==> src/rtl/c7b_biu_if.sv <==
// ---------------------------------------------------------------------------
// c7b_biu_if -- signal bundle between the load/store unit, the bus interface
// unit and the memory port.
//
// Groups:
//   LSU read  : lsu_biu_rd_req_ls2, lsu_biu_rd_addr_ls2 (to BIU)
//               biu_lsu_rd_ack_ls2, biu_lsu_data_valid_ls3,
//               biu_lsu_data_ls3, biu_lsu_rd_err_ls3 (from BIU)
//   LSU write : lsu_biu_wr_req_ls2, lsu_biu_wr_addr_ls2,
//               lsu_biu_wr_data_ls2, lsu_biu_wr_strb_ls2 (to BIU)
//               biu_lsu_wr_ack_ls2, biu_lsu_wr_done_ls3,
//               biu_lsu_wr_err_ls3 (from BIU)
//   Memory    : biu_mem_req, biu_mem_we, biu_mem_addr, biu_mem_wdata,
//               biu_mem_wstrb (from BIU)
//               mem_biu_gnt, mem_biu_rvalid, mem_biu_rdata,
//               mem_biu_err (to BIU)
//
// Modports:
//   slave  : the BIU itself
//   master : the environment driving the LSU and memory sides
// ---------------------------------------------------------------------------
interface c7b_biu_if;
    logic        lsu_biu_rd_req_ls2;
    logic [31:0] lsu_biu_rd_addr_ls2;
    logic        biu_lsu_rd_ack_ls2;
    logic        biu_lsu_data_valid_ls3;
    logic [63:0] biu_lsu_data_ls3;
    logic        biu_lsu_rd_err_ls3;

    logic        lsu_biu_wr_req_ls2;
    logic [31:0] lsu_biu_wr_addr_ls2;
    logic [63:0] lsu_biu_wr_data_ls2;
    logic [7:0]  lsu_biu_wr_strb_ls2;
    logic        biu_lsu_wr_ack_ls2;
    logic        biu_lsu_wr_done_ls3;
    logic        biu_lsu_wr_err_ls3;

    logic        biu_mem_req;
    logic        biu_mem_we;
    logic [31:0] biu_mem_addr;
    logic [63:0] biu_mem_wdata;
    logic [7:0]  biu_mem_wstrb;

    logic        mem_biu_gnt;
    logic        mem_biu_rvalid;
    logic [63:0] mem_biu_rdata;
    logic        mem_biu_err;

    modport slave (
        input  lsu_biu_rd_req_ls2, lsu_biu_rd_addr_ls2,
        output biu_lsu_rd_ack_ls2, biu_lsu_data_valid_ls3,
        output biu_lsu_data_ls3, biu_lsu_rd_err_ls3,
        input  lsu_biu_wr_req_ls2, lsu_biu_wr_addr_ls2,
        input  lsu_biu_wr_data_ls2, lsu_biu_wr_strb_ls2,
        output biu_lsu_wr_ack_ls2, biu_lsu_wr_done_ls3, biu_lsu_wr_err_ls3,
        output biu_mem_req, biu_mem_we, biu_mem_addr,
        output biu_mem_wdata, biu_mem_wstrb,
        input  mem_biu_gnt, mem_biu_rvalid, mem_biu_rdata, mem_biu_err
    );

    modport master (
        output lsu_biu_rd_req_ls2, lsu_biu_rd_addr_ls2,
        input  biu_lsu_rd_ack_ls2, biu_lsu_data_valid_ls3,
        input  biu_lsu_data_ls3, biu_lsu_rd_err_ls3,
        output lsu_biu_wr_req_ls2, lsu_biu_wr_addr_ls2,
        output lsu_biu_wr_data_ls2, lsu_biu_wr_strb_ls2,
        input  biu_lsu_wr_ack_ls2, biu_lsu_wr_done_ls3, biu_lsu_wr_err_ls3,
        input  biu_mem_req, biu_mem_we, biu_mem_addr,
        input  biu_mem_wdata, biu_mem_wstrb,
        output mem_biu_gnt, mem_biu_rvalid, mem_biu_rdata, mem_biu_err
    );
endinterface

==> src/rtl/c7b_biu.sv <==
// ---------------------------------------------------------------------------
// c7b_biu -- single-outstanding bus interface unit between the LSU and a
// request/grant/response memory port.
//
// Ports:
//   clk    : sole clock, all state updates on the rising edge
//   resetn : asynchronous active-low reset
//   bus    : c7b_biu_if.slave, LSU read/write channels and memory port
//
// A read or write request is captured in IDLE (reads win, read address is
// forced to 8-byte alignment), presented on the memory port in REQ until
// granted (ack pulses in the grant cycle), and completed in RESP when the
// response arrives; the completion pulse appears one cycle later.
//
// Optional feature: define C7B_BIU_TIMEOUT_EN to add an 8-bit RESP timeout
// that completes the transaction with an error if no response arrives.
// ---------------------------------------------------------------------------
module c7b_biu (
    input logic      clk,
    input logic      resetn,
    c7b_biu_if.slave bus
);

    typedef enum logic [1:0] {IDLE, REQ, RESP} state_t;

    state_t      state_q, state_d;
    logic [31:0] addr_q, addr_d;
    logic        we_q, we_d;
    logic [63:0] wdata_q, wdata_d;
    logic [7:0]  wstrb_q, wstrb_d;
    logic [63:0] rdata_q, rdata_d;
    logic        rdValid_q, rdValid_d;
    logic        rdErr_q, rdErr_d;
    logic        wrDone_q, wrDone_d;
    logic        wrErr_q, wrErr_d;
    logic        rdAck, wrAck;
`ifdef C7B_BIU_TIMEOUT_EN
    logic [7:0]  cnt_q, cnt_d;
`endif

    // State and captured transaction registers.
    always_ff @(posedge clk or negedge resetn) begin
        if (!resetn) begin
            state_q   <= IDLE;
            addr_q    <= '0;
            we_q      <= 1'b0;
            wdata_q   <= '0;
            wstrb_q   <= '0;
            rdata_q   <= '0;
            rdValid_q <= 1'b0;
            rdErr_q   <= 1'b0;
            wrDone_q  <= 1'b0;
            wrErr_q   <= 1'b0;
`ifdef C7B_BIU_TIMEOUT_EN
            cnt_q     <= '0;
`endif
        end else begin
            state_q   <= state_d;
            addr_q    <= addr_d;
            we_q      <= we_d;
            wdata_q   <= wdata_d;
            wstrb_q   <= wstrb_d;
            rdata_q   <= rdata_d;
            rdValid_q <= rdValid_d;
            rdErr_q   <= rdErr_d;
            wrDone_q  <= wrDone_d;
            wrErr_q   <= wrErr_d;
`ifdef C7B_BIU_TIMEOUT_EN
            cnt_q     <= cnt_d;
`endif
        end
    end

    // Next-state logic; completion pulses and errors default low so they
    // last exactly one cycle, while read data holds until the next read.
    always_comb begin
        state_d   = state_q;
        addr_d    = addr_q;
        we_d      = we_q;
        wdata_d   = wdata_q;
        wstrb_d   = wstrb_q;
        rdata_d   = rdata_q;
        rdValid_d = 1'b0;
        rdErr_d   = 1'b0;
        wrDone_d  = 1'b0;
        wrErr_d   = 1'b0;
        rdAck     = 1'b0;
        wrAck     = 1'b0;
`ifdef C7B_BIU_TIMEOUT_EN
        cnt_d     = cnt_q;
`endif
        unique case (state_q)
            IDLE: begin
                if (bus.lsu_biu_rd_req_ls2) begin
                    addr_d  = {bus.lsu_biu_rd_addr_ls2[31:3], 3'b000};
                    we_d    = 1'b0;
                    state_d = REQ;
                end else if (bus.lsu_biu_wr_req_ls2) begin
                    addr_d  = bus.lsu_biu_wr_addr_ls2;
                    wdata_d = bus.lsu_biu_wr_data_ls2;
                    wstrb_d = bus.lsu_biu_wr_strb_ls2;
                    we_d    = 1'b1;
                    state_d = REQ;
                end
            end
            REQ: begin
                if (bus.mem_biu_gnt) begin
                    rdAck   = !we_q;
                    wrAck   = we_q;
                    state_d = RESP;
`ifdef C7B_BIU_TIMEOUT_EN
                    cnt_d   = '0;
`endif
                end
            end
            RESP: begin
                if (bus.mem_biu_rvalid) begin
                    state_d = IDLE;
                    if (we_q) begin
                        wrDone_d = 1'b1;
                        wrErr_d  = bus.mem_biu_err;
                    end else begin
                        rdValid_d = 1'b1;
                        rdErr_d   = bus.mem_biu_err;
                        rdata_d   = bus.mem_biu_rdata;
                    end
                end
`ifdef C7B_BIU_TIMEOUT_EN
                // A missing response becomes an error completion, data 0.
                else if (cnt_q == 8'hFF) begin
                    state_d = IDLE;
                    if (we_q) begin
                        wrDone_d = 1'b1;
                        wrErr_d  = 1'b1;
                    end else begin
                        rdValid_d = 1'b1;
                        rdErr_d   = 1'b1;
                        rdata_d   = '0;
                    end
                end else begin
                    cnt_d = cnt_q + 8'd1;
                end
`endif
            end
            default: state_d = IDLE;
        endcase
    end

    assign bus.biu_mem_req            = (state_q == REQ);
    assign bus.biu_mem_we             = we_q;
    assign bus.biu_mem_addr           = addr_q;
    assign bus.biu_mem_wdata          = wdata_q;
    assign bus.biu_mem_wstrb          = wstrb_q;
    assign bus.biu_lsu_rd_ack_ls2     = rdAck;
    assign bus.biu_lsu_wr_ack_ls2     = wrAck;
    assign bus.biu_lsu_data_valid_ls3 = rdValid_q;
    assign bus.biu_lsu_data_ls3       = rdata_q;
    assign bus.biu_lsu_rd_err_ls3     = rdErr_q;
    assign bus.biu_lsu_wr_done_ls3    = wrDone_q;
    assign bus.biu_lsu_wr_err_ls3     = wrErr_q;

endmodule

==> src/flat_wrapper.sv <==
// flat-port wrapper written by rule: the top's interface ports become plain ports
module c7b_biu_flat 
  (clk, resetn, bus_lsu_biu_rd_req_ls2, bus_lsu_biu_rd_addr_ls2, bus_biu_lsu_rd_ack_ls2, bus_biu_lsu_data_valid_ls3, bus_biu_lsu_data_ls3, bus_biu_lsu_rd_err_ls3, bus_lsu_biu_wr_req_ls2, bus_lsu_biu_wr_addr_ls2, bus_lsu_biu_wr_data_ls2, bus_lsu_biu_wr_strb_ls2, bus_biu_lsu_wr_ack_ls2, bus_biu_lsu_wr_done_ls3, bus_biu_lsu_wr_err_ls3, bus_biu_mem_req, bus_biu_mem_we, bus_biu_mem_addr, bus_biu_mem_wdata, bus_biu_mem_wstrb, bus_mem_biu_gnt, bus_mem_biu_rvalid, bus_mem_biu_rdata, bus_mem_biu_err);
  c7b_biu_if bus_i ();
  input logic clk;
  input logic resetn;
  input wire logic [$bits(bus_i.lsu_biu_rd_req_ls2)-1:0] bus_lsu_biu_rd_req_ls2;
  input wire logic [$bits(bus_i.lsu_biu_rd_addr_ls2)-1:0] bus_lsu_biu_rd_addr_ls2;
  output wire logic [$bits(bus_i.biu_lsu_rd_ack_ls2)-1:0] bus_biu_lsu_rd_ack_ls2;
  output wire logic [$bits(bus_i.biu_lsu_data_valid_ls3)-1:0] bus_biu_lsu_data_valid_ls3;
  output wire logic [$bits(bus_i.biu_lsu_data_ls3)-1:0] bus_biu_lsu_data_ls3;
  output wire logic [$bits(bus_i.biu_lsu_rd_err_ls3)-1:0] bus_biu_lsu_rd_err_ls3;
  input wire logic [$bits(bus_i.lsu_biu_wr_req_ls2)-1:0] bus_lsu_biu_wr_req_ls2;
  input wire logic [$bits(bus_i.lsu_biu_wr_addr_ls2)-1:0] bus_lsu_biu_wr_addr_ls2;
  input wire logic [$bits(bus_i.lsu_biu_wr_data_ls2)-1:0] bus_lsu_biu_wr_data_ls2;
  input wire logic [$bits(bus_i.lsu_biu_wr_strb_ls2)-1:0] bus_lsu_biu_wr_strb_ls2;
  output wire logic [$bits(bus_i.biu_lsu_wr_ack_ls2)-1:0] bus_biu_lsu_wr_ack_ls2;
  output wire logic [$bits(bus_i.biu_lsu_wr_done_ls3)-1:0] bus_biu_lsu_wr_done_ls3;
  output wire logic [$bits(bus_i.biu_lsu_wr_err_ls3)-1:0] bus_biu_lsu_wr_err_ls3;
  output wire logic [$bits(bus_i.biu_mem_req)-1:0] bus_biu_mem_req;
  output wire logic [$bits(bus_i.biu_mem_we)-1:0] bus_biu_mem_we;
  output wire logic [$bits(bus_i.biu_mem_addr)-1:0] bus_biu_mem_addr;
  output wire logic [$bits(bus_i.biu_mem_wdata)-1:0] bus_biu_mem_wdata;
  output wire logic [$bits(bus_i.biu_mem_wstrb)-1:0] bus_biu_mem_wstrb;
  input wire logic [$bits(bus_i.mem_biu_gnt)-1:0] bus_mem_biu_gnt;
  input wire logic [$bits(bus_i.mem_biu_rvalid)-1:0] bus_mem_biu_rvalid;
  input wire logic [$bits(bus_i.mem_biu_rdata)-1:0] bus_mem_biu_rdata;
  input wire logic [$bits(bus_i.mem_biu_err)-1:0] bus_mem_biu_err;
  assign bus_i.lsu_biu_rd_req_ls2 = bus_lsu_biu_rd_req_ls2;
  assign bus_i.lsu_biu_rd_addr_ls2 = bus_lsu_biu_rd_addr_ls2;
  assign bus_biu_lsu_rd_ack_ls2 = bus_i.biu_lsu_rd_ack_ls2;
  assign bus_biu_lsu_data_valid_ls3 = bus_i.biu_lsu_data_valid_ls3;
  assign bus_biu_lsu_data_ls3 = bus_i.biu_lsu_data_ls3;
  assign bus_biu_lsu_rd_err_ls3 = bus_i.biu_lsu_rd_err_ls3;
  assign bus_i.lsu_biu_wr_req_ls2 = bus_lsu_biu_wr_req_ls2;
  assign bus_i.lsu_biu_wr_addr_ls2 = bus_lsu_biu_wr_addr_ls2;
  assign bus_i.lsu_biu_wr_data_ls2 = bus_lsu_biu_wr_data_ls2;
  assign bus_i.lsu_biu_wr_strb_ls2 = bus_lsu_biu_wr_strb_ls2;
  assign bus_biu_lsu_wr_ack_ls2 = bus_i.biu_lsu_wr_ack_ls2;
  assign bus_biu_lsu_wr_done_ls3 = bus_i.biu_lsu_wr_done_ls3;
  assign bus_biu_lsu_wr_err_ls3 = bus_i.biu_lsu_wr_err_ls3;
  assign bus_biu_mem_req = bus_i.biu_mem_req;
  assign bus_biu_mem_we = bus_i.biu_mem_we;
  assign bus_biu_mem_addr = bus_i.biu_mem_addr;
  assign bus_biu_mem_wdata = bus_i.biu_mem_wdata;
  assign bus_biu_mem_wstrb = bus_i.biu_mem_wstrb;
  assign bus_i.mem_biu_gnt = bus_mem_biu_gnt;
  assign bus_i.mem_biu_rvalid = bus_mem_biu_rvalid;
  assign bus_i.mem_biu_rdata = bus_mem_biu_rdata;
  assign bus_i.mem_biu_err = bus_mem_biu_err;
  c7b_biu u_core (.clk(clk), .resetn(resetn), .bus(bus_i));
endmodule
==> config.mk <==
export PLATFORM = sky130hd
export DESIGN_NAME = c7b_biu_flat
export DESIGN_NICKNAME = d
export VERILOG_FILES = /design/src/rtl/c7b_biu_if.sv /design/src/rtl/c7b_biu.sv /design/src/flat_wrapper.sv
export SDC_FILE = /design/constraint.sdc
export NUM_CORES = 1
export LEC_CHECK = 0
export ABC_CLOCK_PERIOD_IN_PS = 3300
export CAP_MARGIN = 10
export CELL_PAD_IN_SITES_DETAIL_PLACEMENT = 0
export CELL_PAD_IN_SITES_GLOBAL_PLACEMENT = 2
export CORE_ASPECT_RATIO = 0.9
export CORE_MARGIN = 10
export CORE_UTILIZATION = 26
export CTS_CLUSTER_DIAMETER = 50
export DETAILED_ROUTE_END_ITERATION = 8
export PLACE_DENSITY = 0.87
export SLEW_MARGIN = 20
export SYNTH_ARGS = -nofsm -noshare
export SYNTH_HDL_FRONTEND = slang
export SYNTH_SLANG_ARGS = --single-unit
==> constraint.sdc <==
create_clock -name clk -period 3.3 [get_ports clk]
set_input_delay 0.66 -clock clk [delete_from_list [all_inputs] [get_ports clk]]
set_output_delay 0.66 -clock clk [all_outputs]
set_load 0.03 [all_outputs]
==> results.txt <==
Drt first-iter violations: 131
Sinks on the clock net: 175
H-tree depth: 4
Clock share of power: 16.9%
Status: complete, no violations
Synth area leader: dfrtp_1
CTS tree: yes
Yosys reg bits: 175
Post-CTS Setup Bufs: 0
Tcrit/Tclk final: 85.0%
Clk slew on worst S/H paths: 0.08 ns
Detail Route Antenna Nets: 0
Chip height: 174 um
Clk_skew: 0.0111 ns
VDD IR-drop max: 488 uV
DIE WIDTH: 191 um
Post-cts sizing count: 0
Slew Viols, Final: 0
Vias: 4,806
Core Region: 26,000 sq um
Hold buffers post-CTS: 0
Distinct cells, synth: 19
Slew HR: 55.3%
Initial antenna violation count: 0
Leakage: 0.00477 uW
Vias per cell: 4.14
Nets@finish: 1,006
Fill cells: 2,410
Max-cap violations: 0
Routed WL per cell: 19.3 um
Largest net degree at the start of global routing: 77
Top-count cell post-synth: dfrtp_1
Num CTS Buffers: 17
Switching Share: 40.3%
Synthesized area per cell: 16.6 sq um
Yosys top cell area share: 64.0%
Row cnt: 56
First-pass DRT Iterations: 4
Setup TNS Final: 0 ns
Ys async rst share: 100%
CP arrival: 2.15 ns
Worst-Margin Slew: 0.664 ns
Initial Util: 26.3%
Worst hold path class: input pin to async pin
Port buffer count: 379
Startpoint type of the worst setup path: flip-flop
Root buffer cell: clkbuf_16
Int Pwr: 7230 uW
Vias in the first global route: 5,471
Peak Freq: 356 MHz
Syn. warnings: 0
Placed Cells: 1,128
Sequential-to-total area share from yosys stat: 64.0%
Unrepaired setup endpoints after global routing: no
Share of layout cells above drive strength 1: 23.8%
Crit path kind: flip-flop to primary output
Fin crit period: 2.81 ns
CTS Buffer Depth: 2
Critical Path Fanout Max: 4
Comb power frac: 52.2%
Die area: 33,200 sq um
Synthesized area: 6840 sq um
First-pass GRT wire length: 33,700 um
Final worst hold slack: 0.253 ns
Core Util, Final: 45.0%
Final Wtd Congestion: 0.726
CP required: 2.64 ns
Ant diodes: 0
Gr usage total: 13.2%
Post-synth EDFFs: 0
Post-Syn Instances: 411
Flop pwr share: 30.8%
Final hold vios: 0
Pwr per Cell Area: 1040 nW/um^2
I/O pins: 383
Ys flop type: dfrtp_1
Clk_lat worst skew: 0.42 ns
Post-synth top cells: 175 x dfrtp_1, 148 x mux2_2, 46 x mux2_1
Layout Area Growth over Synthesis: 70.9%
Total gr overflow: 0
Syn Nets: 618
Residual DRC count: 0
CP endpoint kind: primary output
WL final: 22,300 um
Final setup viols: 0
Top cells by area, synth: dfrtp_1 64%, mux2_2 24%, mux2_1 7.6%
Total power: 12,100 uW
DP HPWL: 17,400 um
Final Non-Filler Cells: 1,160
Sw power: 4880 uW
Slack of the worst reg-to-reg path: 1.36 ns
routing by layer:
| layer | share of wire (%) | GRT usage [%] |
|---|---|---|
| met5 | 0 | 0 |
| met4 | 0.87 | 2.66 |
| met3 | 11 | 6.62 |
| met2 | 52 | 23.5 |
| met1 | 37 | 13.6 |
worst max-delay path: stages, from the launching register on:
cell	delay, ns
dfrtp_1	0.42
nor2b_1	0.37
nand2_1	0.14
nor2_1	0.11
clkdlybuf4s50_1	0.70
layout by cell type, fill, tap and decap left out:
| cell | n |
|---|---|
| clkinv_4 | 3 |
| nor3b_4 | 1 |
| inv_8 | 4 |
| o21ai_0 | 3 |
| and2_1 | 2 |
| clkbuf_1 | 1 |
| inv_1 | 1 |
| buf_4 | 5 |
| nand2_1 | 2 |
| clkinv_8 | 1 |
| nor2_1 | 3 |
| a21o_1 | 1 |
| dfrtp_1 | 175 |
| nor2b_1 | 1 |
| inv_6 | 5 |
| clkbuf_16 | 17 |
| buf_12 | 6 |
| nand2b_1 | 1 |
| nor4b_4 | 1 |
| a22o_1 | 3 |
| mux2_1 | 46 |
| buf_6 | 1 |
| bufinv_16 | 1 |
| and3_1 | 1 |
| mux2_2 | 148 |
| clkdlybuf4s50_1 | 378 |
| o21a_1 | 1 |
registers in the layout (all words and copies together), names as in the netlist:
| register | count |
|---|---|
| u_core.state_q | 2 |
| u_core.bus.biu_lsu_wr_err_ls3 | 1 |
| u_core.bus.biu_lsu_wr_done_ls3 | 1 |
| u_core.bus.biu_mem_we | 1 |
| u_core.bus.biu_mem_wstrb | 8 |
| u_core.bus.biu_lsu_rd_err_ls3 | 1 |
| u_core.bus.biu_mem_wdata | 64 |
| u_core.bus.biu_lsu_data_valid_ls3 | 1 |
| u_core.bus.biu_lsu_data_ls3 | 64 |
| u_core.bus.biu_mem_addr | 32 |
metrics by stage:
stage,setup slack [ns],cell area [sq um]
global route,0.427,11700
finish,0.494,11700
global placement,0.507,11100
CTS,0.454,11700
detailed placement,0.544,11100
floorplan,1.14,6840
area by class of cell:
type	instances	area (sq um)	area share [%]
Clock inverter	14	161	1.38
Tap cell	348	435	3.72
Sequential cell	175	4380	37.4
Clock buffer	18	429	3.67
Inverter	1	3.75	0.0321
Timing Repair Buffer	390	3950	33.8
Multi-Input combinational cell	214	2330	20.0
worst paths after layout:
kind / startpoint / endpoint / cells after the start
worst max-delay path: u_core.state_q[0] / bus_biu_lsu_rd_ack_ls2 / 4
worst min-delay path: resetn / u_core.bus.biu_mem_wdata[7] / 1
worst max register to register: u_core.state_q[0] / u_core.bus.biu_lsu_data_ls3[51] / 4
worst min register to register: u_core.bus.biu_lsu_data_ls3[40] / u_core.bus.biu_lsu_data_ls3[40] / 1
max in group asynchronous: resetn / u_core.bus.biu_mem_wstrb[1] / 2
min in group clk: u_core.bus.biu_lsu_data_ls3[40] / u_core.bus.biu_lsu_data_ls3[40] / 1
power by group through the flow:
stage          sequential (uW)  combinational [uW]  clock (uW)
6_report                  3730                6320        2050
5_1_grt                   3890                6640        2230
4_1_cts                   3750                6440        2140
3_5_place_dp              3780                6420           0
3_3_place_gp              3730                6400           0
2_1_floorplan             5860                1340           0
logic make-up after synthesis:
group | Yosys count | synth area share [%]
compound gates | 8 | 0.823
buf+inv | 22 | 2.12
flops | 175 | 64.0
mux | 194 | 31.9
simple gates | 12 | 1.13
Power figures use the tool's default switching activity.
